--- src/rtl/wb_fml_pkg.sv ---
// Shared constants for the Wishbone-to-FML bridge.
// FSM state codes, FML line geometry and the write byte-mask helper.
package wb_fml_pkg;

    localparam logic [1:0] S_IDLE  = 2'd0;
    localparam logic [1:0] S_READ  = 2'd1;
    localparam logic [1:0] S_WRITE = 2'd2;
    localparam logic [1:0] S_ACK   = 2'd3;

    localparam int FML_DW    = 128;
    localparam int FML_MW    = 16;
    localparam int FML_WORDS = 4;

    // Mask bit set = byte masked; only the bytes selected in word w pass.
    function automatic logic [FML_MW-1:0] byte_mask(
        input logic [1:0] w,
        input logic [3:0] sel
    );
        logic [FML_MW-1:0] m;
        m = '1;
        m[{w, 2'b00} +: 4] = ~sel;
        return m;
    endfunction

endpackage

--- src/rtl/wb_fml_rdbuf.sv ---
// Valid bit and line tag for the bridge's single-line read buffer.
// Built only when WB_FML_RDBUF_EN is defined.
module wb_fml_rdbuf #(
    parameter int aw = 25
) (
    input  logic          clk,
    input  logic          reset_n,
    input  logic          fill,
    input  logic [aw-1:0] fill_adr,
    input  logic [aw-1:0] look_adr,
    input  logic [aw-1:0] cmp_adr,
    output logic          hit,
    output logic          match
);

    logic          valid;
    logic [aw-1:0] tag;

    always_ff @(posedge clk or negedge reset_n) begin
        if (!reset_n) begin
            valid <= 1'b0;
            tag   <= '0;
        end else if (fill) begin
            valid <= 1'b1;
            tag   <= fill_adr;
        end
    end

    assign hit   = valid && (tag == look_adr);
    assign match = valid && (tag == cmp_adr);

endmodule

--- src/rtl/wb_fml_bridge.sv ---
// Wishbone classic slave to FML line-burst master bridge.
// Define WB_FML_RDBUF_EN to keep the last read line as a one-entry cache.
module wb_fml_bridge
    import wb_fml_pkg::*;
#(
    parameter int fml_adr_width = 25
) (
    input  logic                     clk,
    input  logic                     reset_n,
    input  logic                     wb_cyc_i,
    input  logic                     wb_stb_i,
    input  logic                     wb_we_i,
    input  logic [31:0]              wb_adr_i,
    input  logic [31:0]              wb_dat_i,
    input  logic [3:0]               wb_sel_i,
    output logic [31:0]              wb_dat_o,
    output logic                     wb_ack_o,
    output logic                     fml_rd,
    output logic                     fml_wr,
    output logic [fml_adr_width-1:0] fml_adr,
    output logic [FML_DW-1:0]        fml_din,
    output logic [FML_MW-1:0]        fml_msk,
    input  logic                     fml_done,
    input  logic [FML_DW-1:0]        fml_dout
);

    logic [1:0]               state;
    logic [1:0]               word_q;
    logic                     abort_q;
    logic [FML_DW-1:0]        line_q;
    logic                     req;
    logic                     hit;
    logic                     wmatch;
    logic [fml_adr_width-1:0] req_adr;
    logic                     unused;

    assign req     = wb_cyc_i && wb_stb_i && !wb_ack_o;
    assign req_adr = wb_adr_i[fml_adr_width+3:4];
    assign unused  = &{1'b0, wb_adr_i};

`ifdef WB_FML_RDBUF_EN
    wb_fml_rdbuf #(
        .aw(fml_adr_width)
    ) u_rdbuf (
        .clk     (clk),
        .reset_n (reset_n),
        .fill    (state == S_READ && fml_done),
        .fill_adr(fml_adr),
        .look_adr(req_adr),
        .cmp_adr (fml_adr),
        .hit     (hit),
        .match   (wmatch)
    );
`else
    assign hit    = 1'b0;
    assign wmatch = 1'b0;
`endif

    always_ff @(posedge clk or negedge reset_n) begin
        if (!reset_n) begin
            state    <= S_IDLE;
            word_q   <= '0;
            abort_q  <= 1'b0;
            line_q   <= '0;
            wb_dat_o <= '0;
            wb_ack_o <= 1'b0;
            fml_rd   <= 1'b0;
            fml_wr   <= 1'b0;
            fml_adr  <= '0;
            fml_din  <= '0;
            fml_msk  <= '1;
        end else begin
            wb_ack_o <= 1'b0;
            case (state)
                S_IDLE: begin
                    if (req) begin
                        fml_adr <= req_adr;
                        word_q  <= wb_adr_i[3:2];
                        abort_q <= 1'b0;
                        if (wb_we_i) begin
                            fml_din <= {FML_WORDS{wb_dat_i}};
                            fml_msk <= byte_mask(wb_adr_i[3:2], wb_sel_i);
                            fml_wr  <= 1'b1;
                            state   <= S_WRITE;
                        end else if (hit) begin
                            state <= S_ACK;
                        end else begin
                            fml_rd <= 1'b1;
                            state  <= S_READ;
                        end
                    end
                end
                S_READ: begin
                    if (!wb_cyc_i) abort_q <= 1'b1;
                    if (fml_done) begin
                        fml_rd <= 1'b0;
                        line_q <= fml_dout;
                        state  <= S_ACK;
                    end
                end
                S_WRITE: begin
                    if (!wb_cyc_i) abort_q <= 1'b1;
                    if (fml_done) begin
                        fml_wr <= 1'b0;
                        state  <= S_ACK;
                        // Keep a buffered copy of this line coherent.
                        if (wmatch) begin
                            for (int b = 0; b < FML_MW; b++) begin
                                if (!fml_msk[b])
                                    line_q[8*b +: 8] <= fml_din[8*b +: 8];
                            end
                        end
                    end
                end
                default: begin
                    wb_ack_o <= !abort_q && wb_cyc_i;
                    wb_dat_o <= line_q[{word_q, 5'b00000} +: 32];
                    state    <= S_IDLE;
                end
            endcase
        end
    end

endmodule

--- config.mk ---
export PLATFORM = sky130hd
export DESIGN_NAME = wb_fml_bridge
export DESIGN_NICKNAME = d
export VERILOG_FILES = /design/src/rtl/wb_fml_pkg.sv /design/src/rtl/wb_fml_rdbuf.sv /design/src/rtl/wb_fml_bridge.sv
export SDC_FILE = /design/constraint.sdc
export NUM_CORES = 1
export LEC_CHECK = 0
export BUFFER_PORTS_ARGS = -buffer_cell sky130_fd_sc_hd__buf_2
export CAP_MARGIN = 20
export CORE_AREA = 2 2 180 182
export DETAILED_ROUTE_END_ITERATION = 16
export DIE_AREA = 0 0 182 184
export PLACE_DENSITY_LB_ADDON = 0.05
export SYNTH_ARGS = -nofsm -noshare
export SYNTH_HDL_FRONTEND = slang
export SYNTH_SLANG_ARGS = --single-unit
--- constraint.sdc ---
create_clock -name clk -period 3.4 [get_ports clk]
set_clock_uncertainty 0.15 [all_clocks]
set_input_delay 0.17 -clock clk [delete_from_list [all_inputs] [get_ports clk]]
set_output_delay 0.17 -clock clk [all_outputs]
set_load 0.05 [all_outputs]
Yosys cells after proc, flatten, opt, wreduce, memory -nomap -nowiden
Cells that the tools add are included.
{"block": "word_totals", "out_inout_bits": 204, "reg_bits": 337, "wordCells": 60}
{"block": "classes", "add_sub_neg": 1, "muxes": 15, "n_shift": 3, "reduce_logical": 18, "eq_ne": 9, "bitwise": 3}
{"op": "128-bit by 8-bit indexed part select with 32-bit output", "n": 1}
{"op": "16-bit NOT", "n": 1}
{"op": "16-bit OR", "n": 1}
{"op": "4-bit by 6-bit variable shift with 16-bit output (first input constant)", "n": 1}
{"op": "4-bit by 6-bit indexed part select with 16-bit output", "n": 1}
{"op": "2-bit != test (second input constant)", "n": 6}
{"op": "1-bit two-way mux", "n": 8}
{"op": "4-bit AND reduction", "n": 2}
{"op": "2-bit two-way mux", "n": 3}
{"op": "4-bit negator with 6-bit output", "n": 1}
{"op": "1-bit one-hot mux with 2 select lines", "n": 3}
{"op": "2-bit AND reduction", "n": 3}
{"op": "3-bit AND reduction", "n": 2}
{"op": "2-bit nonzero test", "n": 3}
{"op": "4-bit NOT", "n": 1}
{"op": "2-bit one-hot mux with 2 select lines", "n": 1}
{"op": "1-bit logical AND", "n": 3}
{"op": "3-bit OR reduction", "n": 1}
{"op": "2-bit by 1-bit equality test with 1-bit output (second input constant)", "n": 1}
{"op": "2-bit equality test (second input constant)", "n": 1}
{"op": "1-bit zero test", "n": 2}
{"op": "2-bit zero test", "n": 1}
{"op": "2-bit by 1-bit != test with 1-bit output (second input constant)", "n": 1}
{"op": "2-bit OR reduction", "n": 1}

Logic depth before layout (Yosys ltp)
{"block": "depth", "word_depth": 4, "ltp_mapped": 7, "mapped_depth_nobuf": 5}

Least setup slack after synthesis
OpenSTA, ideal clock, no wires.
{"block": "synth_path", "path_kind": "register to register", "start": "register wb_ack_o", "end": "register fml_din[106]", "synth_period_minus_slack_ns": 1.936, "slack_ns": 1.464, "path_stages_with_launch": 6, "arrival_time_ns": 1.661, "cell_sequence": "dfrtp_1 > nand3b_1 > nor2_1 > buf_4 > buf_6 > mux2_2"}
{"block": "synth_between", "elab_chain_len": 3}
{"item": "start, declared", "line": "wb_fml_bridge.sv:17", "rtl": "output logic wb_ack_o,"}
{"item": "start signal, assigned", "line": "wb_fml_bridge.sv:116", "rtl": "wb_ack_o <= !abort_q && wb_cyc_i;"}
{"item": "1-bit zero test", "line": "wb_fml_bridge.sv:37", "rtl": "assign req = wb_cyc_i && wb_stb_i && !wb_ack_o;"}
{"item": "1-bit logical AND", "line": "wb_fml_bridge.sv:37"}
{"item": "3-bit AND reduction (no line)"}
{"item": "end signal, assigned", "line": "wb_fml_bridge.sv:81", "rtl": "fml_din <= {FML_WORDS{wb_dat_i}};"}
{"item": "end, declared", "line": "wb_fml_bridge.sv:21", "rtl": "output logic [FML_DW-1:0] fml_din,"}
No other way between the ends.
A chain may end at the register's enable or synchronous reset.

Worst setup path after layout
{"block": "layout_path", "start": "register state[0]", "end": "register fml_din[102]"}
{"block": "layout_between", "elab_chain_len": 2}
{"item": "start, declared", "line": "wb_fml_bridge.sv:27", "rtl": "logic [1:0] state;"}
{"item": "start signal, assigned", "line": "wb_fml_bridge.sv:61", "rtl": "state <= S_IDLE;"}
{"item": "start signal, assigned", "line": "wb_fml_bridge.sv:84", "rtl": "state <= S_WRITE;"}
{"item": "start signal, assigned", "line": "wb_fml_bridge.sv:86", "rtl": "state <= S_ACK;"}
{"item": "2-bit zero test", "line": "wb_fml_bridge.sv:74", "rtl": "case (state)"}
{"item": "3-bit AND reduction (no line)"}
No other way between the ends.

==> results.cfg <==
[floorplanning]
start_util_pct = 34.8
die_h_um = 184
rows = 65
coreArea_um2 = 31400
die_w_um = 182
dieArea_um2 = 33500
io_pins = 406

[critical_path]
worst-setup-path-type = flop to flop
critPathLaunchType = flop
crit_chain = inv_1 -> ha_1 -> nand2_1 -> nor2_4 -> buf_12 -> mux2_2
slowest_delay_ns = 0.42
arrival_ns = 2.43
critPathMaxFanout = 48
crit_slowest_cell = dfrtp_1
worstPathRequired_ns = 3.67
crit_path_end_kind = flop

[power_and_ir_drop]
p_leak_uw = 0.00723
p_per_area_nw_per_um2 = 1120
ir_worst_vdd_mv = 0.626

[drt]
drt_iter0_markers = 214
viasPerCell = 4.59
post_drt_wl_per_cell_um = 17.3
dr.pass1.iters = 4
vias = 7498
postRouteAntennaNets = 0
drc = 0
wirelength_um = 28200

[placement]
port_buffers = 400
dpl.hpwl_um = 19400
gp_congestion = 0.707
place_inst = 1386

[clock_network]
clkTransAtPathRegs_ns = 0.06
cts_sinks = 241
clk_latency_ns = 0.54
root_buffer = clkbuf_16
clockBufferDepth = 3
cts_tree = built
cts-htree-levels = 1
cts_buffers = 28
post_cts_buffers = 0

[logic_synthesis]
synth_largest_area_cell = dfrtp_1
synth_top_area_share_pct = 51.6
syn-cell-area_um2 = 10900
seq_area_frac_synth_pct = 55.4
syn_area_per_cell_um2 = 15.5
yosysWarnings = 0
synth_cells = 702
ys_types = 32
synth_area_leaders = dfrtp_1 (52%), mux2_2 (21%), buf_4 (6.7%)
syn_nets = 913
synth-seq-cells = 241

[final_layout]
drive_gt1_share_pct = 60.0
area_delta_synth_final_pct = 41.8
fill_cells = 2909
layout_common_cells = buf_2 (399), dfrtp_1 (223), mux2_2 (202)
final_common_cell = buf_2
stdcell_count = 1633
fin_nets = 1421

[grt]
track_usage_pct = 16.4
grt_overflow = 0
grt_first_pass_wirelength_um = 43500
grt_max_degree = 95
grt_pass1_vias = 7840
antenna_found_initial = 2

[timing]
hold-worst-slack_ns = 0.0558
setup_violations = 0
drv_slew = 0
final.period_utilization_pct = 63.4
worst_pin_slew_ns = 0.738
period_needed_ns = 2.15
fmax_mhz = 464
rsz0062_at_grt = false
finalSetupTns_ns = 0
hold_violations = 0
relSlewSlack_pct = 50.8

[outcome]
outcome = finished clean

[run]
maxCapViolCount = 0

[hold_path]
min_path_type = input pin to flop
[worst max-delay path: cells and delay by family, from the launching register on]
kind / cells / cell delay [ns]
DFF: 1 / 0.42
adders and majority gates: 1 / 0.40
muxes: 1 / 0.37
buffers and inverters: 2 / 0.36
and+or+nand+nor: 2 / 0.30
[cell families after synthesis]
group	Yosys count	share of synthesized area (%)
mux	263	31.5
flops	241	55.4
buf+inv	135	8.91
compound gates	27	1.62
simple gates	27	1.46
fa+ha+maj	9	1.03
[through the flow]
stage	util [%]	setup WS, ns	area, um^2	power [uW]
floorplan	-	1.46	10900	13200
global placement	40.3	1.24	12600	14400
detailed placement	40.3	1.25	12600	14500
CTS	49.3	1.23	15500	17600
global route	49.3	1.09	15500	18200
finish	49.3	1.25	15500	17300
[power by group]
part           total [uW]  switching (uW)  internal [uW]
clock                2830            1170           1670
combinational        9200            6010           3200
sequential           5290             907           4380
[final timing paths]
kind / start / end / slack, ns / depth (start not counted)
worst max register to register: state[0] / fml_din[102] / 1.25 / 6
worst min-delay path: wb_stb_i / fml_rd / 0.06 / 4
worst max-delay path: state[0] / fml_din[102] / 1.25 / 6
max in group asynchronous: reset_n / wb_dat_o[23] / 2.08 / 3
worst min register to register: abort_q / wb_ack_o / 0.31 / 1
min in group asynchronous: reset_n / line_q[99] / 0.12 / 2
[area by class of cell]
class / instances / area (um^2) / area share [%]
clock inverter: 5 / 27.5 / 0.178
antenna: 2 / 5.00 / 0.0323
sequential: 241 / 6050 / 39.1
inverter: 5 / 18.8 / 0.121
multi-input combinational: 326 / 3910 / 25.3
timing repair buffer: 608 / 4130 / 26.7
tap: 402 / 503 / 3.25
clock buffer: 44 / 833 / 5.38
[layer usage]
| metal | wire (um) | global-route usage, % | vias to the layer above |
|---|---|---|---|
| li1 | - | - | 3441 |
| met1 | 11100 | 19.2 | 3757 |
| met2 | 14800 | 30.4 | 256 |
| met3 | 1710 | 3.57 | 44 |
| met4 | 575 | 4.29 | 0 |
| met5 | 0 | 0 | - |
[what timing repair did]
action,4_1_cts,5_1_grt
hold buffers,196,0
hold endpoints to repair,298,0
gates resized for setup,0,0
[flip-flops by register name, summed over array words and instances, names as in the netlist]
| name | flops |
|---|---|
| abort_q | 1 |
| fml_adr | 25 |
| fml_din | 32 |
| fml_msk | 16 |
| fml_rd | 1 |
| fml_wr | 1 |
| line_q | 128 |
| state | 2 |
| wb_ack_o | 1 |
| wb_dat_o | 32 |
| word_q | 2 |
[cells in the mapped netlist]
library cell and number:
nor2_1 6, mux4_1 3, a22o_1 4, o211ai_1 1, buf_2 24, o21ai_0 13
inv_1 5, buf_4 97, and4b_1 1, o31ai_1 1, nand2b_1 2, buf_6 3
or3b_2 3, a211o_1 1, o22a_1 4, clkbuf_1 3, nand2_2 1, ha_1 9
buf_12 3, and3b_1 1, nand2_1 7, dfrtp_1 225, dfstp_2 16, mux4_2 29
nand3_1 1, a21oi_1 2, or4b_2 2, nand4_1 1, o21bai_1 1, mux2_4 29
nand3b_1 2, mux2_2 202
No activity file was read; power rests on OpenSTA's default activity.
